### src/rtl/flog_bf16_top.sv
// bfloat16 log2 unit: IDLE/CALC/DONE handshake around a 3-stage fixed-point datapath.
// The datapath uses the integer exponent, a log2(1.f) ROM, leading-one normalisation and RNE rounding.
package flog_pkg;
    localparam int EXP_WIDTH   = 8;
    localparam int FRACT_WIDTH = 7;
    localparam int S_WIDTH     = 1;
    localparam int LUT_FRAC    = 16;

    typedef enum logic [1:0] {IDLE, CALC, DONE} state_t;

    typedef struct packed {
        logic [S_WIDTH-1:0]     s;
        logic [EXP_WIDTH-1:0]   e;
        logic [FRACT_WIDTH-1:0] f;
    } bf16_t;
endpackage

module flog_bf16_top
    import flog_pkg::*;
(
    input  logic                   clk,
    input  logic                   rst,
    input  logic [S_WIDTH-1:0]     sign,
    input  logic [EXP_WIDTH-1:0]   exponent,
    input  logic [FRACT_WIDTH-1:0] fractional,
    input  logic                   valid_i,
    output logic [S_WIDTH-1:0]     s_res_o,
    output logic [EXP_WIDTH-1:0]   e_res_o,
    output logic [FRACT_WIDTH-1:0] f_res_o,
    output logic                   valid_o
);
    localparam int INT_W = EXP_WIDTH + 1;
    localparam int SUM_W = INT_W + LUT_FRAC;
    localparam int MAG_W = SUM_W - 1;
    localparam int NRM_W = MAG_W - 1;
    localparam int LZ_W  = $clog2(MAG_W);
    localparam int ROM_N = 1 << FRACT_WIDTH;
    localparam logic [EXP_WIDTH-1:0]   EXP_MAX = '1;
    localparam logic [EXP_WIDTH-1:0]   BIAS    = EXP_WIDTH'((1 << (EXP_WIDTH - 1)) - 1);
    localparam logic [FRACT_WIDTH-1:0] QNAN_F  = {1'b1, {(FRACT_WIDTH - 1){1'b0}}};

    // Elaboration-time log2 by repeated squaring in Q2.60, 8 guard bits, then rounded.
    function automatic logic [LUT_FRAC-1:0] lut_entry(input int idx);
        logic [127:0]          x;
        logic [LUT_FRAC+7:0]   r;
        x = 128'((1 << FRACT_WIDTH) + idx) << (60 - FRACT_WIDTH);
        r = '0;
        for (int k = 0; k < LUT_FRAC + 8; k++) begin
            x = (x * x) >> 60;
            r = r << 1;
            if (x >= (128'd2 << 60)) begin
                x    = x >> 1;
                r[0] = 1'b1;
            end
        end
        lut_entry = LUT_FRAC'((r + (LUT_FRAC + 8)'(128)) >> 8);
    endfunction

    // NOTE: the ROM is constant wiring, not storage, so it has no reset or write port.
    logic [LUT_FRAC-1:0] rom [ROM_N];
    for (genvar g = 0; g < ROM_N; g++) begin : g_rom
        localparam logic [LUT_FRAC-1:0] ENTRY = lut_entry(g);
        assign rom[g] = ENTRY;
    end

    state_t                 state;
    logic [1:0]             cnt;
    logic [S_WIDTH-1:0]     op_s;
    logic [EXP_WIDTH-1:0]   op_e;
    logic [FRACT_WIDTH-1:0] op_f;
    logic                   spec_q, neg_q;
    bf16_t                  spec_val_q, res_q;
    logic [MAG_W-1:0]       mag_q;
    logic [NRM_W-1:0]       nrm_q;
    logic [LZ_W-1:0]        lead_q;

    logic [INT_W-1:0]       int_a;
    logic [SUM_W-1:0]       sum_a;
    logic [MAG_W-1:0]       mag_a;
    logic                   neg_a, spec_a;
    bf16_t                  spec_val_a;
    logic [LZ_W-1:0]        lead_b;
    logic [FRACT_WIDTH:0]   mant_c;
    logic                   rnd_c;
    bf16_t                  norm_c;

    always_comb begin
        int_a = INT_W'(op_e) - INT_W'(BIAS);
        sum_a = {int_a, {LUT_FRAC{1'b0}}} + SUM_W'(rom[op_f]);
        neg_a = sum_a[SUM_W-1];
        mag_a = neg_a ? MAG_W'(-sum_a) : MAG_W'(sum_a);

        spec_a       = 1'b1;
        spec_val_a.s = '0;
        spec_val_a.e = EXP_MAX;
        spec_val_a.f = QNAN_F;
        if (op_e == EXP_MAX && op_f != '0) begin
            spec_val_a.f = QNAN_F;
        end else if (op_e == '0) begin
            spec_val_a.s = '1;
            spec_val_a.f = '0;
        end else if (op_s != '0) begin
            spec_val_a.f = QNAN_F;
        end else if (op_e == EXP_MAX) begin
            spec_val_a.f = '0;
        end else if (op_e == BIAS && op_f == '0) begin
            spec_val_a.e = '0;
            spec_val_a.f = '0;
        end else begin
            spec_a = 1'b0;
        end
    end

    always_comb begin
        lead_b = '0;
        for (int i = 0; i < MAG_W; i++) begin
            if (mag_q[i]) lead_b = LZ_W'(i);
        end
    end

    // Mantissa sits just below the implicit one at nrm_q[NRM_W]; guard and sticky follow it.
    always_comb begin
        rnd_c    = nrm_q[NRM_W-1-FRACT_WIDTH]
                   & ((|nrm_q[NRM_W-2-FRACT_WIDTH:0]) | nrm_q[NRM_W-FRACT_WIDTH]);
        mant_c   = {1'b0, nrm_q[NRM_W-1 -: FRACT_WIDTH]} + (FRACT_WIDTH + 1)'(rnd_c);
        norm_c.s = S_WIDTH'(neg_q);
        norm_c.e = BIAS - EXP_WIDTH'(LUT_FRAC) + EXP_WIDTH'(lead_q)
                   + EXP_WIDTH'(mant_c[FRACT_WIDTH]);
        norm_c.f = mant_c[FRACT_WIDTH-1:0];
    end

    always_ff @(posedge clk or posedge rst) begin
        if (rst) begin
            state      <= IDLE;
            cnt        <= '0;
            op_s       <= '0;
            op_e       <= '0;
            op_f       <= '0;
            spec_q     <= 1'b0;
            neg_q      <= 1'b0;
            spec_val_q <= '0;
            res_q      <= '0;
            mag_q      <= '0;
            nrm_q      <= '0;
            lead_q     <= '0;
            s_res_o    <= '0;
            e_res_o    <= '0;
            f_res_o    <= '0;
            valid_o    <= 1'b0;
        end else begin
            case (state)
                IDLE: if (valid_i) begin
                    op_s  <= sign;
                    op_e  <= exponent;
                    op_f  <= fractional;
                    cnt   <= '0;
                    state <= CALC;
                end
                CALC: begin
                    cnt <= cnt + 2'd1;
                    case (cnt)
                        2'd0: begin
                            spec_q     <= spec_a;
                            spec_val_q <= spec_val_a;
                            neg_q      <= neg_a;
                            mag_q      <= mag_a;
                        end
                        2'd1: begin
                            nrm_q  <= NRM_W'(mag_q << (LZ_W'(MAG_W - 1) - lead_b));
                            lead_q <= lead_b;
                        end
                        2'd2: res_q <= spec_q ? spec_val_q : norm_c;
                        default: begin
                            s_res_o <= res_q.s;
                            e_res_o <= res_q.e;
                            f_res_o <= res_q.f;
                            valid_o <= 1'b1;
                            state   <= DONE;
                        end
                    endcase
                end
                DONE: if (!valid_i) begin
                    valid_o <= 1'b0;
                    state   <= IDLE;
                end
                default: state <= IDLE;
            endcase
        end
    end
endmodule

### config.mk
export PLATFORM = sky130hd
export DESIGN_NAME = flog_bf16_top
export DESIGN_NICKNAME = d
export VERILOG_FILES = /design/src/rtl/flog_bf16_top.sv
export SDC_FILE = /design/constraint.sdc
export NUM_CORES = 1
export LEC_CHECK = 0
export ABC_AREA = 1
export BUFFER_PORTS_ARGS = -buffer_cell sky130_fd_sc_hd__buf_2
export CORE_MARGIN = 3
export CORE_UTILIZATION = 55
export DETAILED_ROUTE_END_ITERATION = 10
export HOLD_SLACK_MARGIN = 0.15
export PLACE_DENSITY = 0.84
export REMOVE_ABC_BUFFERS = 1
export SETUP_SLACK_MARGIN = 0.2
export SYNTH_ARGS = -nofsm -noshare
export SYNTH_HDL_FRONTEND = slang
export SYNTH_SLANG_ARGS = --single-unit
### constraint.sdc
create_clock -name clk -period 4.3 [get_ports clk]
set_input_delay 0.86 -clock clk [delete_from_list [all_inputs] [get_ports clk]]
set_output_delay 0.86 -clock clk [all_outputs]
set_load 0.02 [all_outputs]
==> impl_metrics.py <==
metrics = {
    "status": {
        "status": "finished, final reports clean",
    },
    "layout": {
        "regArea_mm2": 0.00275,
        "final_common_cell": "nand2_1",
        "drive_above_1_share": 0.0957,
        "num-nets-final": 1404,
        "fin_area_mm2": 0.00960,
        "layout_common_cells": "nand2_1 (357), nand3_1 (140), inv_1 (136)",
        "multiInputGateArea_mm2": 0.00531,
        "layout.cells.non_filler": 1559,
        "diodes": 0,
        "syn_to_final_growth_pct": 7.66,
        "fillers": 1448,
    },
    "worst_setup_path": {
        "worst_path_max_delay_cell": "ha_1",
        "crit_path_frequent_cell": "nand2_1",
        "required_ns": 4.61,
        "endpoint_kind": "flop",
        "cp_top_family": "simple AND/OR/NAND/NOR gates",
        "rr_startpoint": "op_f[1]$_DFFE_PP0P_",
        "slowest_delay_ns": 0.50,
        "worstPathMaxFanout": 11,
        "crit_start": "op_f[1]$_DFFE_PP0P_",
        "rrSetupSlack_ns": 0.55,
        "crit_end": "mag_q[22]$_DFFE_PP0P_",
        "cp.arrival_ns": 4.06,
        "path_buf_inv": 3,
        "reg2reg_to": "mag_q[22]$_DFFE_PP0P_",
        "reg2reg_depth": 21,
        "worstSetupPathType": "flop to flop",
        "path_cells": "inv_2 -> ha_1 -> inv_1 -> ha_1 -> nor2_1 -> a21oi_1 -> o21ai_0 -> nand2_1 -> o2111ai_1 -> nand2_1 -> nand2_1 -> ha_1 -> nand3_2 -> clkinv_1 -> nand3_2 -> nor2_4 -> nand3_2 -> o21ai_4 -> a21oi_1 -> nand3b_1 -> nand2_1",
        "cp.depth": 21,
        "worstSetupStartpointType": "flop",
    },
    "floorplan": {
        "dieArea_mm2": 0.0178,
        "die_w_um": 133,
        "initial_core_util": 0.574,
        "row_count": 45,
        "io_pins": 36,
        "core_mm2": 0.0155,
        "die_h_um": 133,
    },
    "sta": {
        "timing.final.crit_share": 0.872,
        "skew_ns": 0.0127,
        "rsz0062_at_grt": "no",
        "finalHoldViolCount": 0,
        "finalCriticalPeriod_ns": 3.75,
        "fin_setup_tns_ns": 0,
        "slew-limit-headroom": 0.304,
        "worst_pin_slew_ns": 1.04,
        "finalMaxSlewViolations": 0,
        "fmax_mhz": 267,
        "setup_viol": 0,
    },
    "synth": {
        "synth_area_per_cell_um2": 6.73,
        "synth_top_area_share": 0.309,
        "yosysUniqueCellTypes": 65,
        "yosys-top-cells-area": "dfrtp_1 (31%), nand2_1 (15%), nand3_1 (7.9%), o21ai_0 (7.1%), inv_1 (5.8%)",
        "synth_xor_xnor_area_share": 0.0216,
        "synth_cells": 1325,
        "ys.warnings.count": 0,
        "synth-simple-area-share": 0.318,
        "syn_area_mm2": 0.00891,
        "yosysTopAreaCell": "dfrtp_1",
        "async_reset_ff_frac": 1.00,
        "muxShareOfSynthArea": 0.00379,
        "synth_top_family_by_area": "simple AND/OR/NAND/NOR gates",
        "synth_edf_count": 0,
        "ys_seq_area_frac": 0.309,
        "synth_compound_area_frac": 0.192,
        "ys_ff_latch": 110,
        "synthAdderAreaFrac": 0.0601,
        "synth_ff_type": "dfrtp_1",
    },
    "cts": {
        "cts_setup_buffers": 0,
        "clk_pin_slew_ns": 0.08,
        "hold_buffers": 0,
        "insertion_delay_ns": 0.37,
        "numClockSinks": 110,
        "cts_buffers": 9,
        "clock_path_buffers": 2,
        "cts_tree": "done",
        "cts_root_buffer": "clkbuf_16",
        "ctsResizeCount": 0,
        "ctsHtreeMaxLevel": 3,
    },
    "global_routing": {
        "grt.overflow.total": 0,
        "grtUsageTotal": 0.331,
        "grt_max_degree": 58,
        "grt_pass1_vias": 9067,
        "grt_pass1_wl_mm": 47.0,
        "antenna_found_initial": 0,
    },
    "placed_design": {
        "gp_congestion": 1.11,
        "dpl_cell_area_mm2": 0.00930,
        "io_buffers": 35,
        "numPlacedInstances": 1544,
        "hpwlAfterDp_mm": 22.2,
    },
    "job": {
        "maxCapViolations": 0,
    },
    "drt": {
        "vias": 9458,
        "via_per_inst": 6.07,
        "wl_per_cell_um": 18.8,
        "drc": 0,
        "wirelength_mm": 29.3,
        "ant_nets": 0,
        "drtIter0Drc": 1281,
        "dr.pass1.iters": 6,
    },
    "min_path": {
        "hold_path_class": "flop to flop",
    },
}
cells by family after synthesis:
group	Yosys count
and+or+nand+nor	656
AOI/OAI and AO/OA	285
buffers and inverters	208
DFF	110
adders and majority gates	41
xor gates and xnor gates	22
muxes	3
cells in the mapped netlist (all sizes together), types with 2 or more instances:
library cell / number
nand2: 365
o21ai: 154
inv: 147
nand3: 144
dfrtp: 110
nor2: 99
a21oi: 53
ha: 38
clkbuf: 30
buf: 28
nor3: 17
a31oi: 14
nand4: 13
o211ai: 13
xnor2: 12
xor2: 10
o31ai: 8
or2: 7
nor4: 6
o22ai: 6
a221oi: 4
o2111ai: 4
o311ai: 4
a311oi: 3
clkinv: 3
fa: 3
mux2: 3
nand3b: 3
o221ai: 3
o41ai: 3
a21boi: 2
a22o: 2
a32o: 2
a32oi: 2
o32ai: 2
final cells by class:
type | instances | area share
multi-input cells | 1007 | 0.553
flip-flops and latches | 110 | 0.287
well taps | 211 | 0.0275
clock buffers | 11 | 0.0253
inverters | 150 | 0.0592
repair buffers | 66 | 0.0425
clock inverters | 4 | 0.00548
through the flow:
stage	hold WS, ns	util	setup WS [ns]
6_report	0.482	0.618	0.549
4_1_cts	0.484	0.617	0.548
3_5_place_dp	0.468	0.598	0.570
2_1_floorplan	0.448	-	0.519
3_3_place_gp	0.460	0.598	0.675
5_1_grt	0.499	0.618	0.279
worst min path at each step:
stage / startpoint / to / slack (ns) / cells after the start
floorplan: res_q[0]$_DFFE_PP0P_ / res_q[0]$_DFFE_PP0P_ / 0.45 / 2
global placement: f_res_o[4]$_DFFE_PP0P_ / f_res_o[4]$_DFFE_PP0P_ / 0.46 / 2
detailed placement: nrm_q[6]$_DFFE_PP0P_ / nrm_q[6]$_DFFE_PP0P_ / 0.47 / 1
CTS: nrm_q[6]$_DFFE_PP0P_ / nrm_q[6]$_DFFE_PP0P_ / 0.48 / 1
global route: e_res_o[2]$_DFFE_PP0P_ / e_res_o[2]$_DFFE_PP0P_ / 0.50 / 2
finish: e_res_o[3]$_DFFE_PP0P_ / e_res_o[3]$_DFFE_PP0P_ / 0.48 / 2
layer usage:
layer	wire length, µm	global-route usage
met5	0	0
met4	2260	0.224
met3	2490	0.0476
met2	13200	0.537
met1	11300	0.410
worst register-to-register path: stages (launching register included):
cell and delay (ns):
dfrtp_1 0.39, inv_2 0.20, ha_1 0.50, inv_1 0.13, ha_1 0.30, nor2_1 0.12, a21oi_1 0.04, o21ai_0 0.25
nand2_1 0.14, o2111ai_1 0.10, nand2_1 0.07, nand2_1 0.13, ha_1 0.21, nand3_2 0.09, clkinv_1 0.08, nand3_2 0.10
nor2_4 0.14, nand3_2 0.12, o21ai_4 0.24, a21oi_1 0.10, nand3b_1 0.17, nand2_1 0.08
registers in the layout (all words and copies together) (netlist names), 3 cells and up:
signal      cells
f_res_o         7
op_e            8
res_q          16
mag_q          24
nrm_q          23
spec_val_q      3
lead_q          5
op_f            7
e_res_o         8
Power is not shown: default switching activity piles up to over one toggle a cycle in this logic, so the estimate is an artifact.
